[src/rtl/fp_div_pkg.sv]
// Shared types and constants for the iterative IEEE-754 divider.
// Holds the FSM state encoding, the flag bit positions and helpers that
// build the infinity / canonical quiet-NaN encodings for any EXP_W/MAN_W.
package fp_div_pkg;

    typedef enum logic [2:0] {
        S_IDLE,
        S_UNPACK,
        S_DIVIDE,
        S_NORM,
        S_ROUND,
        S_DONE
    } state_t;

    // Flag vector layout: {invalid, div_by_zero, overflow, underflow, inexact}
    localparam int FLG_W  = 5;
    localparam int FLG_NV = 4;
    localparam int FLG_DZ = 3;
    localparam int FLG_OF = 2;
    localparam int FLG_UF = 1;
    localparam int FLG_NX = 0;

    // Helpers return a wide word; callers keep the low 1+EXP_W+MAN_W bits.
    localparam int MAX_WORD = 128;

    // Positive infinity: exponent all ones, fraction zero.
    function automatic logic [MAX_WORD-1:0] fp_inf(input int exp_w, input int man_w);
        logic [MAX_WORD-1:0] ones;
        ones = (MAX_WORD'(1) << exp_w) - MAX_WORD'(1);
        return ones << man_w;
    endfunction

    // Canonical quiet NaN: sign 0, exponent all ones, only the fraction MSB set.
    function automatic logic [MAX_WORD-1:0] fp_qnan(input int exp_w, input int man_w);
        return fp_inf(exp_w, man_w) | (MAX_WORD'(1) << (man_w - 1));
    endfunction

endpackage

[src/rtl/fp_div_iter_if.sv]
// Operand / result handshake bundle for fp_div_iter.
// master drives operands and accepts results; slave is the divider.
interface fp_div_iter_if #(
    parameter int EXP_W = 8,
    parameter int MAN_W = 23
);
    localparam int W = 1 + EXP_W + MAN_W;

    logic         in_valid;
    logic         in_ready;
    logic [W-1:0] a;
    logic [W-1:0] b;
    logic         out_valid;
    logic         out_ready;
    logic [W-1:0] res;
    logic [4:0]   flags;

    modport master (
        output in_valid, a, b, out_ready,
        input  in_ready, out_valid, res, flags
    );

    modport slave (
        input  in_valid, a, b, out_ready,
        output in_ready, out_valid, res, flags
    );

endinterface

[src/rtl/fp_div_round_pack.sv]
// Round-to-nearest-even, overflow/underflow detection and packing of the
// normalised quotient. Purely combinational; sampled by the ROUND state.
// Optional build macro: FP_DIV_SUBNORMAL_EN (gradual underflow). When it is
// undefined, tiny results flush to signed zero.
module fp_div_round_pack
    import fp_div_pkg::*;
#(
    parameter int EXP_W = 8,
    parameter int MAN_W = 23
) (
    input  logic                     sign,
    input  logic signed [EXP_W+1:0]  exp_in,
    input  logic [MAN_W:0]           sig,
    input  logic                     guard,
    input  logic                     sticky,
    input  logic                     tiny,
    output logic [EXP_W+MAN_W:0]     res,
    output logic [FLG_W-1:0]         flags
);
    localparam int EW = EXP_W + 2;
    localparam int TOP = EXP_W + MAN_W;
    localparam logic signed [EW-1:0] MAX_E = EW'((1 << EXP_W) - 1);
    localparam logic [MAX_WORD-1:0] INF_FULL = fp_inf(EXP_W, MAN_W);
    localparam logic [TOP:0] INF_W = INF_FULL[TOP:0];

    logic                 round_up;
    logic                 inexact;
    logic [MAN_W+1:0]     sum;
    logic signed [EW-1:0] exp_r;
    logic [MAN_W-1:0]     frac;

    // RNE increment, carry handling (including subnormal -> normal), packing
    always_comb begin
        round_up = guard & (sticky | sig[0]);
        inexact  = guard | sticky;
        sum      = {1'b0, sig} + {{(MAN_W+1){1'b0}}, round_up};
        if (sum[MAN_W+1]) begin
            exp_r = exp_in + EW'(1);
            frac  = '0;
        end else if ((exp_in == '0) && sum[MAN_W]) begin
            exp_r = EW'(1);
            frac  = sum[MAN_W-1:0];
        end else begin
            exp_r = exp_in;
            frac  = sum[MAN_W-1:0];
        end
        res           = {sign, exp_r[EXP_W-1:0], frac};
        flags         = '0;
        flags[FLG_NX] = inexact;
`ifdef FP_DIV_SUBNORMAL_EN
        flags[FLG_UF] = tiny & inexact;
        if (exp_r >= MAX_E) begin
            res           = INF_W;
            res[TOP]      = sign;
            flags[FLG_OF] = 1'b1;
            flags[FLG_NX] = 1'b1;
        end
`else
        if (tiny) begin
            res           = '0;
            res[TOP]      = sign;
            flags[FLG_UF] = 1'b1;
            flags[FLG_NX] = 1'b1;
        end else if (exp_r >= MAX_E) begin
            res           = INF_W;
            res[TOP]      = sign;
            flags[FLG_OF] = 1'b1;
            flags[FLG_NX] = 1'b1;
        end
`endif
    end

endmodule

[src/rtl/fp_div_iter.sv]
// Sequential IEEE-754 divider a/b: radix-2 restoring mantissa division,
// one quotient bit per cycle, exact RNE rounding and full exception flags.
// One operation in flight; valid/ready handshake on both sides.
// Optional build macro: FP_DIV_SUBNORMAL_EN -- subnormal operands are
// normalised and tiny results denormalised; otherwise flush-to-zero.
module fp_div_iter
    import fp_div_pkg::*;
#(
    parameter int EXP_W = 8,
    parameter int MAN_W = 23
) (
    input  logic         clk,
    input  logic         rst,
    fp_div_iter_if.slave bus
);
    localparam int W   = 1 + EXP_W + MAN_W;
    localparam int EW  = EXP_W + 2;
    localparam int QW  = MAN_W + 3;
    localparam int CW  = $clog2(QW + 1);
    localparam logic signed [EW-1:0] BIAS = EW'((1 << (EXP_W - 1)) - 1);
    localparam logic [MAX_WORD-1:0] INF_FULL  = fp_inf(EXP_W, MAN_W);
    localparam logic [MAX_WORD-1:0] QNAN_FULL = fp_qnan(EXP_W, MAN_W);
    localparam logic [W-1:0] INF_W  = INF_FULL[W-1:0];
    localparam logic [W-1:0] QNAN_W = QNAN_FULL[W-1:0];

    state_t               state_reg;
    logic                 in_ready_reg;
    logic                 out_valid_reg;
    logic [W-1:0]         res_reg;
    logic [FLG_W-1:0]     flags_reg;
    logic [W-1:0]         a_reg;
    logic [W-1:0]         b_reg;
    logic                 sign_reg;
    logic signed [EW-1:0] exp_reg;
    logic [MAN_W:0]       mb_reg;
    logic [MAN_W+1:0]     rem_reg;
    logic [QW-1:0]        quo_reg;
    logic [CW-1:0]        cnt_reg;
    logic [MAN_W:0]       sig_reg;
    logic                 guard_reg;
    logic                 sticky_reg;
    logic                 tiny_reg;

    assign bus.in_ready  = in_ready_reg;
    assign bus.out_valid = out_valid_reg;
    assign bus.res       = res_reg;
    assign bus.flags     = flags_reg;

    // ---------------- operand classification (index 0 = a, 1 = b) ----------
    logic [W-1:0]         op_word [2];
    logic                 op_zero [2];
    logic                 op_inf  [2];
    logic                 op_nan  [2];
    logic                 op_snan [2];
    logic [MAN_W:0]       op_man  [2];
    logic signed [EW-1:0] op_exp  [2];

    assign op_word[0] = a_reg;
    assign op_word[1] = b_reg;

    genvar gi;
    generate
        for (gi = 0; gi < 2; gi++) begin : g_unpack
            logic [EXP_W-1:0] e_fld;
            logic [MAN_W-1:0] f_fld;
            assign e_fld       = op_word[gi][W-2 -: EXP_W];
            assign f_fld       = op_word[gi][MAN_W-1:0];
            assign op_nan[gi]  = (&e_fld) && (|f_fld);
            assign op_snan[gi] = op_nan[gi] && !f_fld[MAN_W-1];
            assign op_inf[gi]  = (&e_fld) && !(|f_fld);
`ifdef FP_DIV_SUBNORMAL_EN
            localparam int LZW = $clog2(MAN_W + 1);
            logic [LZW-1:0] lz;
            // Leading-zero count of the fraction, for subnormal normalisation
            always_comb begin
                lz = '0;
                for (int i = 0; i < MAN_W; i++) begin
                    if (f_fld[i]) lz = LZW'(MAN_W - 1 - i);
                end
            end
            assign op_zero[gi] = (e_fld == '0) && !(|f_fld);
            assign op_man[gi]  = (e_fld == '0) ? ({f_fld, 1'b0} << lz) : {1'b1, f_fld};
            assign op_exp[gi]  = (e_fld == '0) ? -$signed({{(EW-LZW){1'b0}}, lz})
                                               : $signed({2'b00, e_fld});
`else
            assign op_zero[gi] = (e_fld == '0);
            assign op_man[gi]  = {1'b1, f_fld};
            assign op_exp[gi]  = $signed({2'b00, e_fld});
`endif
        end
    endgenerate

    logic             sign_ab;
    logic             special;
    logic [W-1:0]     spec_res;
    logic [FLG_W-1:0] spec_flags;

    assign sign_ab = a_reg[W-1] ^ b_reg[W-1];

    // Special-operand results, highest priority first
    always_comb begin
        special    = 1'b1;
        spec_res   = '0;
        spec_flags = '0;
        if (op_nan[0] || op_nan[1]) begin
            spec_res           = QNAN_W;
            spec_flags[FLG_NV] = op_snan[0] | op_snan[1];
        end else if ((op_zero[0] && op_zero[1]) || (op_inf[0] && op_inf[1])) begin
            spec_res           = QNAN_W;
            spec_flags[FLG_NV] = 1'b1;
        end else if (op_inf[0]) begin
            spec_res        = INF_W;
            spec_res[W-1]   = sign_ab;
        end else if (op_inf[1] || op_zero[0]) begin
            spec_res[W-1]   = sign_ab;
        end else if (op_zero[1]) begin
            spec_res           = INF_W;
            spec_res[W-1]      = sign_ab;
            spec_flags[FLG_DZ] = 1'b1;
        end else begin
            special = 1'b0;
        end
    end

    // ---------------- restoring division step ----------------
    logic             rem_ge;
    logic [MAN_W+1:0] rem_sub;
    logic [MAN_W+1:0] rem_next;

    // One quotient bit: subtract divisor when it fits, then shift remainder
    always_comb begin
        rem_ge   = (rem_reg >= {1'b0, mb_reg});
        rem_sub  = rem_ge ? (rem_reg - {1'b0, mb_reg}) : rem_reg;
        rem_next = rem_sub << 1;
    end

    // ---------------- normalisation ----------------
    logic [MAN_W:0]       n_sig;
    logic                 n_guard;
    logic                 n_sticky;
    logic signed [EW-1:0] n_exp;
    logic                 n_tiny;

    // Align quotient so the hidden bit is at MAN_W; a leading 0 costs one exponent step
    always_comb begin
        if (quo_reg[QW-1]) begin
            n_sig    = quo_reg[QW-1 -: MAN_W+1];
            n_guard  = quo_reg[1];
            n_sticky = quo_reg[0] | (|rem_reg);
            n_exp    = exp_reg;
        end else begin
            n_sig    = quo_reg[QW-2 -: MAN_W+1];
            n_guard  = quo_reg[0];
            n_sticky = |rem_reg;
            n_exp    = exp_reg - EW'(1);
        end
        n_tiny = n_exp[EW-1] || (n_exp == '0);
    end

    logic [MAN_W:0]       d_sig;
    logic                 d_guard;
    logic                 d_sticky;
    logic signed [EW-1:0] d_exp;

`ifdef FP_DIV_SUBNORMAL_EN
    logic [MAN_W+1:0]     dn_x;
    logic [MAN_W+1:0]     dn_shr;
    logic [MAN_W+1:0]     dn_lost;
    logic signed [EW-1:0] dn_sh;

    // Tiny results: shift right by 1-e so the exponent field becomes 0
    always_comb begin
        dn_x     = {n_sig, n_guard};
        dn_sh    = EW'(1) - n_exp;
        dn_shr   = dn_x >> dn_sh;
        dn_lost  = dn_x & ~({(MAN_W+2){1'b1}} << dn_sh);
        d_sig    = n_sig;
        d_guard  = n_guard;
        d_sticky = n_sticky;
        d_exp    = n_exp;
        if (n_tiny) begin
            d_sig    = dn_shr[MAN_W+1:1];
            d_guard  = dn_shr[0];
            d_sticky = n_sticky | (|dn_lost);
            d_exp    = '0;
        end
    end
`else
    assign d_sig    = n_sig;
    assign d_guard  = n_guard;
    assign d_sticky = n_sticky;
    assign d_exp    = n_exp;
`endif

    logic [W-1:0]     rp_res;
    logic [FLG_W-1:0] rp_flags;

    fp_div_round_pack #(
        .EXP_W (EXP_W),
        .MAN_W (MAN_W)
    ) u_round_pack (
        .sign   (sign_reg),
        .exp_in (exp_reg),
        .sig    (sig_reg),
        .guard  (guard_reg),
        .sticky (sticky_reg),
        .tiny   (tiny_reg),
        .res    (rp_res),
        .flags  (rp_flags)
    );

    // Control FSM with registered handshake outputs and datapath registers
    always_ff @(posedge clk) begin
        if (rst) begin
            state_reg     <= S_IDLE;
            in_ready_reg  <= 1'b1;
            out_valid_reg <= 1'b0;
            res_reg       <= '0;
            flags_reg     <= '0;
            a_reg         <= '0;
            b_reg         <= '0;
            sign_reg      <= 1'b0;
            exp_reg       <= '0;
            mb_reg        <= '0;
            rem_reg       <= '0;
            quo_reg       <= '0;
            cnt_reg       <= '0;
            sig_reg       <= '0;
            guard_reg     <= 1'b0;
            sticky_reg    <= 1'b0;
            tiny_reg      <= 1'b0;
        end else begin
            case (state_reg)
                S_IDLE: begin
                    if (bus.in_valid) begin
                        a_reg        <= bus.a;
                        b_reg        <= bus.b;
                        in_ready_reg <= 1'b0;
                        state_reg    <= S_UNPACK;
                    end
                end
                S_UNPACK: begin
                    if (special) begin
                        res_reg       <= spec_res;
                        flags_reg     <= spec_flags;
                        out_valid_reg <= 1'b1;
                        state_reg     <= S_DONE;
                    end else begin
                        sign_reg  <= sign_ab;
                        exp_reg   <= op_exp[0] - op_exp[1] + BIAS;
                        rem_reg   <= {1'b0, op_man[0]};
                        mb_reg    <= op_man[1];
                        quo_reg   <= '0;
                        cnt_reg   <= '0;
                        state_reg <= S_DIVIDE;
                    end
                end
                S_DIVIDE: begin
                    quo_reg <= {quo_reg[QW-2:0], rem_ge};
                    rem_reg <= rem_next;
                    cnt_reg <= cnt_reg + CW'(1);
                    if (cnt_reg == CW'(QW - 1)) state_reg <= S_NORM;
                end
                S_NORM: begin
                    sig_reg    <= d_sig;
                    guard_reg  <= d_guard;
                    sticky_reg <= d_sticky;
                    exp_reg    <= d_exp;
                    tiny_reg   <= n_tiny;
                    state_reg  <= S_ROUND;
                end
                S_ROUND: begin
                    res_reg       <= rp_res;
                    flags_reg     <= rp_flags;
                    out_valid_reg <= 1'b1;
                    state_reg     <= S_DONE;
                end
                S_DONE: begin
                    if (bus.out_ready) begin
                        out_valid_reg <= 1'b0;
                        in_ready_reg  <= 1'b1;
                        state_reg     <= S_IDLE;
                    end
                end
                default: begin
                    state_reg <= S_IDLE;
                end
            endcase
        end
    end

endmodule
[src/flat_wrapper.sv]
// flat-port wrapper written by rule: the top's interface ports become plain ports
module fp_div_iter_flat import fp_div_pkg::*;
#(
    parameter int EXP_W = 8,
    parameter int MAN_W = 23
)
  (clk, rst, bus_in_valid, bus_a, bus_b, bus_out_ready, bus_in_ready, bus_out_valid, bus_res, bus_flags);
  fp_div_iter_if #(.EXP_W(EXP_W), .MAN_W(MAN_W)) bus_i ();
  input  logic clk;
  input  logic rst;
  input wire logic [$bits(bus_i.in_valid)-1:0] bus_in_valid;
  input wire logic [$bits(bus_i.a)-1:0] bus_a;
  input wire logic [$bits(bus_i.b)-1:0] bus_b;
  input wire logic [$bits(bus_i.out_ready)-1:0] bus_out_ready;
  output wire logic [$bits(bus_i.in_ready)-1:0] bus_in_ready;
  output wire logic [$bits(bus_i.out_valid)-1:0] bus_out_valid;
  output wire logic [$bits(bus_i.res)-1:0] bus_res;
  output wire logic [$bits(bus_i.flags)-1:0] bus_flags;
  assign bus_i.in_valid = bus_in_valid;
  assign bus_i.a = bus_a;
  assign bus_i.b = bus_b;
  assign bus_i.out_ready = bus_out_ready;
  assign bus_in_ready = bus_i.in_ready;
  assign bus_out_valid = bus_i.out_valid;
  assign bus_res = bus_i.res;
  assign bus_flags = bus_i.flags;
  fp_div_iter #(.EXP_W(EXP_W), .MAN_W(MAN_W)) u_core (.clk(clk), .rst(rst), .bus(bus_i));
endmodule
[config.mk]
export PLATFORM = sky130hd
export DESIGN_NAME = fp_div_iter_flat
export DESIGN_NICKNAME = d
export VERILOG_FILES = /design/src/rtl/fp_div_pkg.sv /design/src/rtl/fp_div_iter_if.sv /design/src/rtl/fp_div_round_pack.sv /design/src/rtl/fp_div_iter.sv /design/src/flat_wrapper.sv
export SDC_FILE = /design/constraint.sdc
export NUM_CORES = 1
export LEC_CHECK = 0
export ABC_AREA = 1
export CORE_ASPECT_RATIO = 0.7
export CORE_MARGIN = 8
export CORE_UTILIZATION = 45
export DETAILED_ROUTE_END_ITERATION = 8
export GPL_TIMING_DRIVEN = 0
export HOLD_SLACK_MARGIN = 0.02
export PLACE_DENSITY_LB_ADDON = 0.1
export SYNTH_ARGS = -nofsm -noshare
export SYNTH_HDL_FRONTEND = slang
export SYNTH_SLANG_ARGS = --single-unit
[constraint.sdc]
create_clock -name clk -period 3 [get_ports clk]
set_clock_uncertainty 0.15 [all_clocks]
set_input_delay 0.9 -clock clk [delete_from_list [all_inputs] [get_ports clk]]
set_output_delay 0.9 -clock clk [all_outputs]
set_load 0.01 [all_outputs]
==> flow_summary.json <==
{
  "drv_cap": 0,
  "area_delta_synth_final_pct": 22.38,
  "dp.cells": 2223,
  "clk_pin_slew_worst_paths_ns": 0.07,
  "grt_pass1_vias": 11102,
  "period_minus_slack_ns": 2.951,
  "boundaryPins": 107,
  "cts_tree": "built",
  "crit_top_cell": "nand2_1",
  "grt_pass1_wl_um": 63180,
  "start_util_pct": 45.44,
  "post-route-period-util_pct": 98.37,
  "hold_viol": 0,
  "cts_made_buffers": 24,
  "core-area_mm2": 0.02659,
  "drc_errors": 0,
  "htreeDepth": 1,
  "num_rows": 50,
  "hpwl_um": 31790,
  "rsz0062_at_grt": "true",
  "stdcell_count": 2283,
  "holdBufCountCts": 0,
  "synth_edf_count": 0,
  "gr-usage-all-layers_pct": 24.20,
  "clkLatencyLatePin_ns": 0.55,
  "fp.dieH_um": 153.1,
  "layout-drive-gt1-share_pct": 7.660,
  "num-fill-cells": 2576,
  "crit_type": "reg2reg",
  "grt_overflow_total": 0,
  "synth_nets": 1863,
  "fin_ws_ns": 0.04896,
  "drt-vias-per-instance": 5.403,
  "tightest_slew_ns": 1.034,
  "clk_path_buf_depth": 3,
  "ys_warn_count": 0,
  "async_reset_ff_share_pct": 0,
  "finalMaxSlewViolations": 0,
  "peakVddDrop_uv": 685.8,
  "p_leak_nw": 6.059,
  "drt_wl_total_um": 40390,
  "arrival_ns": 3.19,
  "fp.dieW_um": 211.8,
  "synthTopCellsByArea": "dfxtp_1 37%, nand2_1 11%, a21oi_1 8.1%, o21ai_0 7.3%, inv_1 6.3%",
  "fin_tns_setup_ns": 0,
  "ys.flop_type": "dfxtp_1",
  "path_max_fanout": 10,
  "cp_slowest_cell": "o21ai_0",
  "ys_ff_latch": 224,
  "status": "finished clean",
  "port_buffers": 106,
  "yosys.area.top_type": "dfxtp_1",
  "ant_nets": 0,
  "post-route-util_pct": 55.61,
  "clock_sinks": 224,
  "path_cells": "inv_1, nand4_1, nor3_1, nand3_2, nand2_1, nand2_1, inv_2, nand3_1, clkbuf_4, clkbuf_1, o21ai_0, a21oi_1",
  "min_path_type": "reg2reg",
  "synthDistinctLibCells": 52,
  "die_area_mm2": 0.03243,
  "gp_congestion": 0.9323,
  "dpl_worst_slack_ns": -0.3373,
  "achievable-frequency_mhz": 338.9,
  "finalSetupViolations": 0,
  "synth.yosys.seq_area_share_pct": 37.12,
  "ctsRootBufferMaster": "clkbuf_16",
  "cp-start-kind": "register",
  "netlist_area_mm2": 0.01208,
  "slew_headroom_pct": 30.53,
  "total_power_mw": 19.14,
  "critPathMaxStageDelay_ns": 0.73,
  "nNetsFinal": 2013,
  "num_vias": 12336,
  "synth_cells": 1753,
  "post_drt_wl_per_cell_um": 17.69,
  "synth_top_area_share_pct": 37.12,
  "grt_start_max_net_pins": 14,
  "antenna_found_initial": 0,
  "antenna_cells": 0,
  "cp.required_ns": 3.24,
  "syn_avg_cell_area_um2": 6.892,
  "drt_iter0_markers": 1103,
  "p_per_area_mw_per_mm2": 1294,
  "drt-pass1-iter-count": 6,
  "endpoint_kind": "register"
}
[cell usage after synthesis, drive strengths merged (4+ instances only)]
library cell  instances
nor4                 12
a31oi                37
nor3                 28
o221ai                4
ha                   40
nor2                152
clkbuf               73
a211oi                4
xor2                 39
nand4                31
xnor2                13
nand3b                5
dfxtp               224
o21bai                6
buf                  18
nand3                77
or2                   5
o21ai               184
nand2               356
a21oi               203
inv                 205
o211ai               13
[kinds of logic after synthesis]
| logic type | after synthesis | share of synthesized area, % |
|---|---|---|
| buf+inv | 297 | 9.600 |
| simple gates | 668 | 23.89 |
| fa+ha+maj | 42 | 4.474 |
| xor+xnor | 52 | 3.770 |
| flops | 224 | 37.12 |
| compound gates | 470 | 21.15 |
[path summary, 6_finish.rpt]
| check | depth (start not counted) | end | slack [ns] | start |
|---|---|---|---|---|
| worst max register to register | 12 | u_core.mb_reg[9]$_SDFFE_PP0P_ | 0.05 | u_core.b_reg[1]$_SDFFE_PP0P_ |
| worst min-delay path | 2 | u_core.mb_reg[11]$_SDFFE_PP0P_ | 0.31 | u_core.mb_reg[11]$_SDFFE_PP0P_ |
| worst max-delay path | 12 | u_core.mb_reg[9]$_SDFFE_PP0P_ | 0.05 | u_core.b_reg[1]$_SDFFE_PP0P_ |
| worst min register to register | 2 | u_core.mb_reg[11]$_SDFFE_PP0P_ | 0.31 | u_core.mb_reg[11]$_SDFFE_PP0P_ |
[repair_timing]
item                       4_1_cts  5_1_grt
setup buffers                    0       16
gates cloned                     0        3
setup endpoints to repair       24       99
pin swaps                        0       15
resized for setup                4       62
[metrics by stage]
step	hold WS, ns	area (um^2)
after floorplan	0.2774	12080
final	0.3108	14790
after CTS	0.3119	14430
after global routing	0.3330	14790
after detailed placement	0.2986	13600
after global placement	0.2986	13600
[routing by layer]
metal	share of wire [%]	up-vias	wire, um	global-route usage (%)
met5	0	-	0	0
met4	1.3	0	524	4.193
met3	9.2	33	3717	4.433
met2	36	432	14610	30.81
met1	53	5739	21530	40.25
li1	-	6132	-	-
[power breakdown]
part / leakage [nW] / internal (mW) / total, mW / switching, mW
clock: 0.408 / 1.81 / 3.09 / 1.28
sequential: 1.83 / 3.78 / 4.33 / 0.550
combinational: 3.82 / 3.85 / 11.7 / 7.86
[layout make-up]
| cell class | count | area [um^2] | area share [%] |
|---|---|---|---|
| multi-input cells | 1232 | 6581 | 44.51 |
| flip-flops and latches | 224 | 4491 | 30.37 |
| repair buffers | 125 | 1244 | 8.412 |
| inverters | 206 | 777.0 | 5.255 |
| clock buffers | 37 | 749.5 | 5.069 |
| well taps | 364 | 455.4 | 3.080 |
| plain buffers | 90 | 412.9 | 2.793 |
| clock inverters | 5 | 75.07 | 0.5077 |
[layout by cell type, fill, tap and decap left out, drive strengths merged, types with 6 or more instances in the layout]
master / n
o211ai: 13
buf: 31
xor2: 39
xnor2: 13
nand3: 77
nor3: 28
clkbuf: 115
a21oi: 203
dfxtp: 224
nand4: 31
o21ai: 184
nor4: 12
inv: 204
nand2: 356
a31oi: 37
nor2: 152
clkdlybuf4s50: 106
o21bai: 6
ha: 40
[critical path, delay by kind of cell (launching register included)]
kind	cells	cell delay (ns)
buffers and inverters	4	0.68
and+or+nand+nor	6	0.82
DFF	1	0.33
AOI/OAI and AO/OA	2	0.80
Note: power is estimated with default switching activity, not from simulation.
